--- config.mk ---
export PLATFORM = sky130hd
export DESIGN_NAME = ocm_noise_fetch
export DESIGN_NICKNAME = d
export VERILOG_FILES = /design/src/rtl/ocm_noise_fetch.sv
export SDC_FILE = /design/constraint.sdc
export NUM_CORES = 1
export LEC_CHECK = 0
export ABC_AREA = 0
export CORE_ASPECT_RATIO = 1.75
export CORE_MARGIN = 2
export CORE_UTILIZATION = 56
export CTS_CLUSTER_SIZE = 30
export DETAILED_ROUTE_END_ITERATION = 8
export PLACE_DENSITY = 0.81
export SYNTH_ARGS = -nofsm -noshare
export SYNTH_HDL_FRONTEND = slang
export SYNTH_SLANG_ARGS = --single-unit
--- constraint.sdc ---
create_clock -name clk -period 3.8 [get_ports clk]
set_input_delay 0.38 -clock clk [delete_from_list [all_inputs] [get_ports clk]]
set_output_delay 0.38 -clock clk [all_outputs]
set_load 0.1 [all_outputs]
--- src/rtl/ocm_noise_fetch.sv ---
// ocm_noise_fetch: read-side sequencer for the on-chip noise memory.
// Issues word reads on the memory's second port, buffers up to two words and
// unpacks each word into SAMPLE_W-wide samples (lane 0 first) on a
// valid/ready stream. Supports one-shot and looped playback.
// Optional build macro NOISE_FETCH_STATS_EN adds the underflow_cnt output.
//
// state   | meaning
// S_IDLE  | waiting for a legal cfg_start
// S_RUN   | issuing reads base..base+len-1 (wrapping when looping)
// S_DRAIN | all words issued, streaming out what is left in the buffer
module ocm_noise_fetch #(
  parameter int ADDR_W   = 14,
  parameter int DATA_W   = 64,
  parameter int SAMPLE_W = 16,
  parameter int DEPTH    = 8960
) (
  input  logic                  clk,
  input  logic                  reset_n,
  input  logic                  cfg_start,
  input  logic                  cfg_stop,
  input  logic [ADDR_W-1:0]     cfg_base,
  input  logic [ADDR_W-1:0]     cfg_len,
  input  logic                  cfg_loop,
  output logic                  busy,
  output logic                  done,
  output logic                  cfg_err,
  output logic [ADDR_W-1:0]     mem_address,
  output logic                  mem_chipselect,
  output logic                  mem_write,
  output logic [DATA_W/8-1:0]   mem_byteenable,
  output logic                  mem_clken,
  input  logic [DATA_W-1:0]     mem_readdata,
  output logic [SAMPLE_W-1:0]   sample_data,
  output logic                  sample_valid,
  input  logic                  sample_ready
`ifdef NOISE_FETCH_STATS_EN
  ,
  output logic [31:0]           underflow_cnt
`endif
);

  localparam int LANES  = DATA_W / SAMPLE_W;
  localparam int LANE_W = (LANES > 1) ? $clog2(LANES) : 1;
  localparam logic [ADDR_W:0] DEPTH_L = (ADDR_W+1)'(DEPTH);

  typedef enum logic [1:0] {S_IDLE, S_RUN, S_DRAIN} state_t;

  state_t              r_state;
  state_t              w_state_nxt;
  logic [ADDR_W-1:0]   r_base;
  logic [ADDR_W-1:0]   r_len;
  logic                r_loop;
  logic [ADDR_W-1:0]   r_addr;
  logic [ADDR_W-1:0]   r_issue_idx;
  logic                r_inflight;
  logic [DATA_W-1:0]   r_fifo [2];
  logic                r_wr_ptr;
  logic                r_rd_ptr;
  logic [1:0]          r_fifo_cnt;
  logic [LANE_W-1:0]   r_lane;
  logic                r_cfg_err;

  logic [ADDR_W:0]     w_end;
  logic                w_cfg_bad;
  logic                w_start_ok;
  logic                w_start_bad;
  logic                w_issue;
  logic                w_wrap;
  logic                w_valid;
  logic                w_accept;
  logic                w_pop;
  logic                w_push;
  logic                w_done;
  logic [DATA_W-1:0]   w_head;
  logic [SAMPLE_W-1:0] w_lanes [LANES];

  // End address is formed one bit wider so base+len cannot wrap past DEPTH.
  assign w_end       = {1'b0, cfg_base} + {1'b0, cfg_len};
  assign w_cfg_bad   = (cfg_len == '0) || (w_end > DEPTH_L);
  assign w_start_ok  = (r_state == S_IDLE) && cfg_start && !cfg_stop && !w_cfg_bad;
  assign w_start_bad = (r_state == S_IDLE) && cfg_start && !cfg_stop && w_cfg_bad;

  // A read is only issued when the buffer can absorb it, counting the one in flight.
  assign w_issue  = (r_state == S_RUN) && !cfg_stop
                    && ((r_fifo_cnt + {1'b0, r_inflight}) < 2'd2);
  assign w_wrap   = (r_issue_idx == (r_len - ADDR_W'(1)));
  assign w_valid  = (r_fifo_cnt != 2'd0);
  assign w_accept = w_valid && sample_ready;
  assign w_pop    = w_accept && (r_lane == LANE_W'(LANES-1));
  assign w_push   = r_inflight;
  assign w_done   = (r_state == S_DRAIN) && !cfg_stop && w_pop
                    && (r_fifo_cnt == 2'd1) && !r_inflight;

  assign w_head = r_fifo[r_rd_ptr];
  for (genvar g = 0; g < LANES; g++) begin : g_lane
    assign w_lanes[g] = w_head[g*SAMPLE_W +: SAMPLE_W];
  end

  assign busy           = (r_state != S_IDLE);
  assign done           = w_done;
  assign cfg_err        = r_cfg_err;
  assign mem_address    = r_addr;
  assign mem_chipselect = w_issue;
  assign mem_write      = 1'b0;
  assign mem_byteenable = '1;
  assign mem_clken      = 1'b1;
  assign sample_valid   = w_valid;
  assign sample_data    = w_valid ? w_lanes[r_lane] : '0;

  // State register.
  always_ff @(posedge clk or negedge reset_n) begin
    if (!reset_n) r_state <= S_IDLE;
    else          r_state <= w_state_nxt;
  end

  // Next-state logic; stop overrides every other transition.
  always_comb begin
    w_state_nxt = r_state;
    case (r_state)
      S_IDLE:  if (w_start_ok) w_state_nxt = S_RUN;
      S_RUN:   if (w_issue && w_wrap && !r_loop) w_state_nxt = S_DRAIN;
      S_DRAIN: if (w_done) w_state_nxt = S_IDLE;
      default: w_state_nxt = S_IDLE;
    endcase
    if (cfg_stop) w_state_nxt = S_IDLE;
  end

  // Configuration latch and read address sequencing.
  always_ff @(posedge clk or negedge reset_n) begin
    if (!reset_n) begin
      r_base      <= '0;
      r_len       <= '0;
      r_loop      <= 1'b0;
      r_addr      <= '0;
      r_issue_idx <= '0;
      r_cfg_err   <= 1'b0;
    end else begin
      r_cfg_err <= w_start_bad;
      if (w_start_ok) begin
        r_base      <= cfg_base;
        r_len       <= cfg_len;
        r_loop      <= cfg_loop;
        r_addr      <= cfg_base;
        r_issue_idx <= '0;
      end else if (w_issue) begin
        if (w_wrap) begin
          r_addr      <= r_base;
          r_issue_idx <= '0;
        end else begin
          r_addr      <= r_addr + ADDR_W'(1);
          r_issue_idx <= r_issue_idx + ADDR_W'(1);
        end
      end
    end
  end

  // Word buffer, in-flight tracking and lane unpacking; stop discards everything.
  always_ff @(posedge clk or negedge reset_n) begin
    if (!reset_n) begin
      r_inflight <= 1'b0;
      r_fifo[0]  <= '0;
      r_fifo[1]  <= '0;
      r_wr_ptr   <= 1'b0;
      r_rd_ptr   <= 1'b0;
      r_fifo_cnt <= 2'd0;
      r_lane     <= '0;
    end else if (cfg_stop) begin
      r_inflight <= 1'b0;
      r_wr_ptr   <= 1'b0;
      r_rd_ptr   <= 1'b0;
      r_fifo_cnt <= 2'd0;
      r_lane     <= '0;
    end else begin
      r_inflight <= w_issue;
      if (w_push) begin
        r_fifo[r_wr_ptr] <= mem_readdata;
        r_wr_ptr         <= ~r_wr_ptr;
      end
      if (w_pop) begin
        r_rd_ptr <= ~r_rd_ptr;
        r_lane   <= '0;
      end else if (w_accept) begin
        r_lane <= r_lane + LANE_W'(1);
      end
      r_fifo_cnt <= r_fifo_cnt + 2'(w_push) - 2'(w_pop);
    end
  end

`ifdef NOISE_FETCH_STATS_EN
  logic [31:0] r_underflow;

  // Counts RUN cycles where the consumer is waiting on an empty stream; saturates.
  always_ff @(posedge clk or negedge reset_n) begin
    if (!reset_n) begin
      r_underflow <= '0;
    end else if (w_start_ok) begin
      r_underflow <= '0;
    end else if ((r_state == S_RUN) && !w_valid && sample_ready && (r_underflow != '1)) begin
      r_underflow <= r_underflow + 32'd1;
    end
  end

  assign underflow_cnt = r_underflow;
`endif

endmodule

==> qor.txt <==
Drt drc -> 0
ANT nets after route -> 0
P&R area growth vs syn -> 22.25%
Final Non-Filler Cells -> 1,256
Initial Util -> 0.5705
Die area -> 20,090 um^2
Status -> finished, final reports clean
Cell count after placement -> 1,224
CP max stage delay -> 0.43 ns
Clk root buf -> clkbuf_16
Via count -> 7,478
# setup viols final -> 0
GPL Wtd Cong -> 0.8945
Worst-Margin Slew -> 1.016 ns
Clock Latency Late Sink -> 0.44 ns
RSZ-0062 raised after global routing -> false
Tcrit/Tclk final -> 0.9364
Worst-path clk slew -> 0.07 ns
Crit path arrival time -> 3.87 ns
H-tree depth -> 4
Post-layout minimum cycle time -> 3.558 ns
Layout Utilization -> 0.6974
Total track usage -> 0.2652
Total routed wirelength -> 25.27 mm
Yosys Warn Count -> 0
Cell Chain, Critical Path -> clkdlybuf4s50_1 > ha_1 > fa_1 > a21o_1 > a221oi_2 > xor2_1 > o211ai_1 > a221o_1 > a31oi_1 > o21ai_1 > a211o_1 > buf_12 > mux2_1
Area of the core -> 18,580 um^2
Placement Rows -> 66
Starting DRC count in detailed routing -> 373
Pwr Density -> 573.6 nW/um^2
Cells after Synth -> 857
Post-CTS sizing -> 0
Critical path class -> input pin to register
I/O pin count -> 143
Startpoint class of the critical path -> input pin
Overflow after GRT -> 0
Leakage Power -> 5.719 nW
Cts bufs inserted -> 17
Antenna violations before repair -> 0
Post-synthesis sequential area ratio -> 0.4603
Die height -> 186.0 um
Postcts setup bufs -> 0
Slew Limit Headroom -> 0.3206
Sink Count -> 195
Final Net Count -> 1,124
Post-synth ARST share -> 1.000
Input/output buffers -> 132
Fmax -> 0.2810 GHz
Post-synth EDFFs -> 0
Routed wire per std cell -> 20.12 um
Hold crit path type -> input pin to asynchronous set/reset pin
Clock Path Buffers -> 2
Post-synthesis register bit count -> 195
Post-synthesis cell type count -> 75
Die Width -> 108 um
Reg2Reg Launch Point -> r_len[1]
Vias in the first global route -> 7,917
Number of max-cap violations -> 0
Crit path required time -> 4.11 ns
First-pass GRT wire length -> 40.64 mm
DR pass1 iterations -> 5
Synthesized cell area -> 10,600 um^2
Crit path from -> cfg_base[0]
Layout cells sized above 1 -> 0.3035
Fillers -> 1,347
Vias per cell -> 5.954
CP max-delay cell -> clkdlybuf4s50_1
Hpwl dp -> 18.29 mm
Pins over their slew limit -> 0
Final hold violations -> 0
Critical Path End Type -> register
IR drop worst, VDD -> 0.4946 mV
Largest net degree at the start of global routing -> 126
Critical-path maximum fanout -> 27
CTS tree -> built
Worst Skew -> 0.009437 ns
Hold buffer count at CTS -> 0
Ys flop type -> dfrtp_1
ANT cells -> 0
Post-synthesis average cell area -> 12.37 um^2
-- metrics by stage --
step	area, um^2	hold WS (ns)	setup TNS, ns	setup WS [ns]	power, W
CTS	12960	0.1457	0	0.2610	0.007463
floorplan	10640	0.08441	0	0.5204	0.004851
global placement	12350	0.4674	-5.699	-0.1454	0.005504
finish	12960	0.1100	0	0.2415	0.007433
global route	12960	0.1663	0	0.08171	0.007786
detailed placement	12350	0.4792	-7.146	-0.1899	0.005597
-- per-layer routing --
metal	vias to the layer above	wire, um	global-route usage
li1	3436	-	-
met1	3749	9707	0.3049
met2	226	13550	0.4757
met3	67	964	0.04482
met4	0	1051	0.1241
met5	-	0	0
-- cells in the final DEF, fill, tap and decap left out, types with 5 or more instances in the layout --
master / n
a31oi_1: 5
mux2_2: 137
dfrtp_1: 194
nor3_1: 22
o21ai_0: 24
a21oi_1: 24
clkbuf_16: 17
ha_1: 20
nor2b_1: 5
nand4_1: 5
nand3_1: 10
conb_1: 10
buf_12: 7
nand2_1: 31
mux2_1: 16
nor2_1: 52
mux4_2: 32
clkdlybuf4s50_1: 112
inv_1: 22
buf_4: 58
o21ai_1: 7
and3_1: 10
a22oi_1: 13
xnor2_1: 16
inv_6: 5
a21o_1: 8
xor2_1: 13
mux2i_1: 32
mux2_4: 18
-- synthesized netlist by cell type, drive strengths merged, types with 5 or more instances --
cell type  number  area, um^2
nor2b           5       31.28
nor3b           5       37.54
or3b            5       43.79
and3           10       62.56
nand2          32       122.6
a22oi          14       110.1
nor3           23       120.1
inv            22       82.58
nor2           53       215.2
mux2          171        1993
mux2i          32       320.3
a31oi           6       43.79
a21o            8       60.06
o21ai          31       155.2
nor4            6       67.56
nand4           5       31.28
buf            27       192.7
xor2           13       113.9
dfrtp         195        4880
a211oi          6       55.05
xnor2          16       140.1
ha             20       250.2
nand3          10       50.05
mux4           32       720.7
a21oi          24       120.1
clkbuf         30       112.6
-- cell type report --
class                           count  area, um^2  share of cell area
Clock inverter                     14       166.4             0.01284
Sequential cell                   195        4881              0.3767
Tap cell                          238       297.8             0.02298
Timing Repair Buffer              178        1710              0.1320
Inverter                           22       82.58            0.006372
Clock buffer                       18       439.2             0.03389
Multi-Input combinational cell    591        5381              0.4153
-- power by group --
part	switching [W]	leakage, nW	internal, W
Clock	0.000844	0.288	0.00101
Sequential	0.000433	2.49	0.00260
Combinational	0.00139	2.94	0.00115
Total	0.00267	5.72	0.00476
-- flip-flops by register name (all words and copies together), names as in the netlist --
register / count
r_fifo: 128
r_rd_ptr: 1
r_inflight: 1
r_wr_ptr: 1
r_issue_idx: 14
r_lane: 2
r_state: 2
mem_address: 14
r_len: 14
cfg_err: 1
r_loop: 1
r_fifo_cnt: 2
r_base: 14
-- worst paths after layout --
| kind | slack [ns] | depth (start not counted) | to |
|---|---|---|---|
| min in group clk | 0.50 | 1 | r_base[5] |
| worst max register to register | 0.29 | 11 | mem_address[3] |
| max in group asynchronous | 2.61 | 2 | r_fifo[89] |
| worst min-delay path | 0.11 | 1 | r_fifo[79] |
| worst max-delay path | 0.24 | 13 | mem_address[4] |
| worst min register to register | 0.50 | 1 | r_base[5] |
-- logic make-up after synthesis --
logic type	after synthesis	share of synthesized area
buffers and inverters	79	0.03659
AND/OR/NAND/NOR	179	0.09183
adder cells (fa/ha/maj)	21	0.02550
XOR/XNOR	29	0.02396
AO/OA/AOI/OAI	117	0.07484
flip-flops	195	0.4603
multiplexers	235	0.2862
other	2	0.0007085
-- worst max-delay path: cells and delay by family --
family / cells / cell delay, ns
fa+ha+maj: 2 / 0.64
mux: 1 / 0.33
xor+xnor: 1 / 0.18
compound gates: 7 / 1.71
buf+inv: 2 / 0.62
No activity file was read; power rests on OpenSTA's default activity.
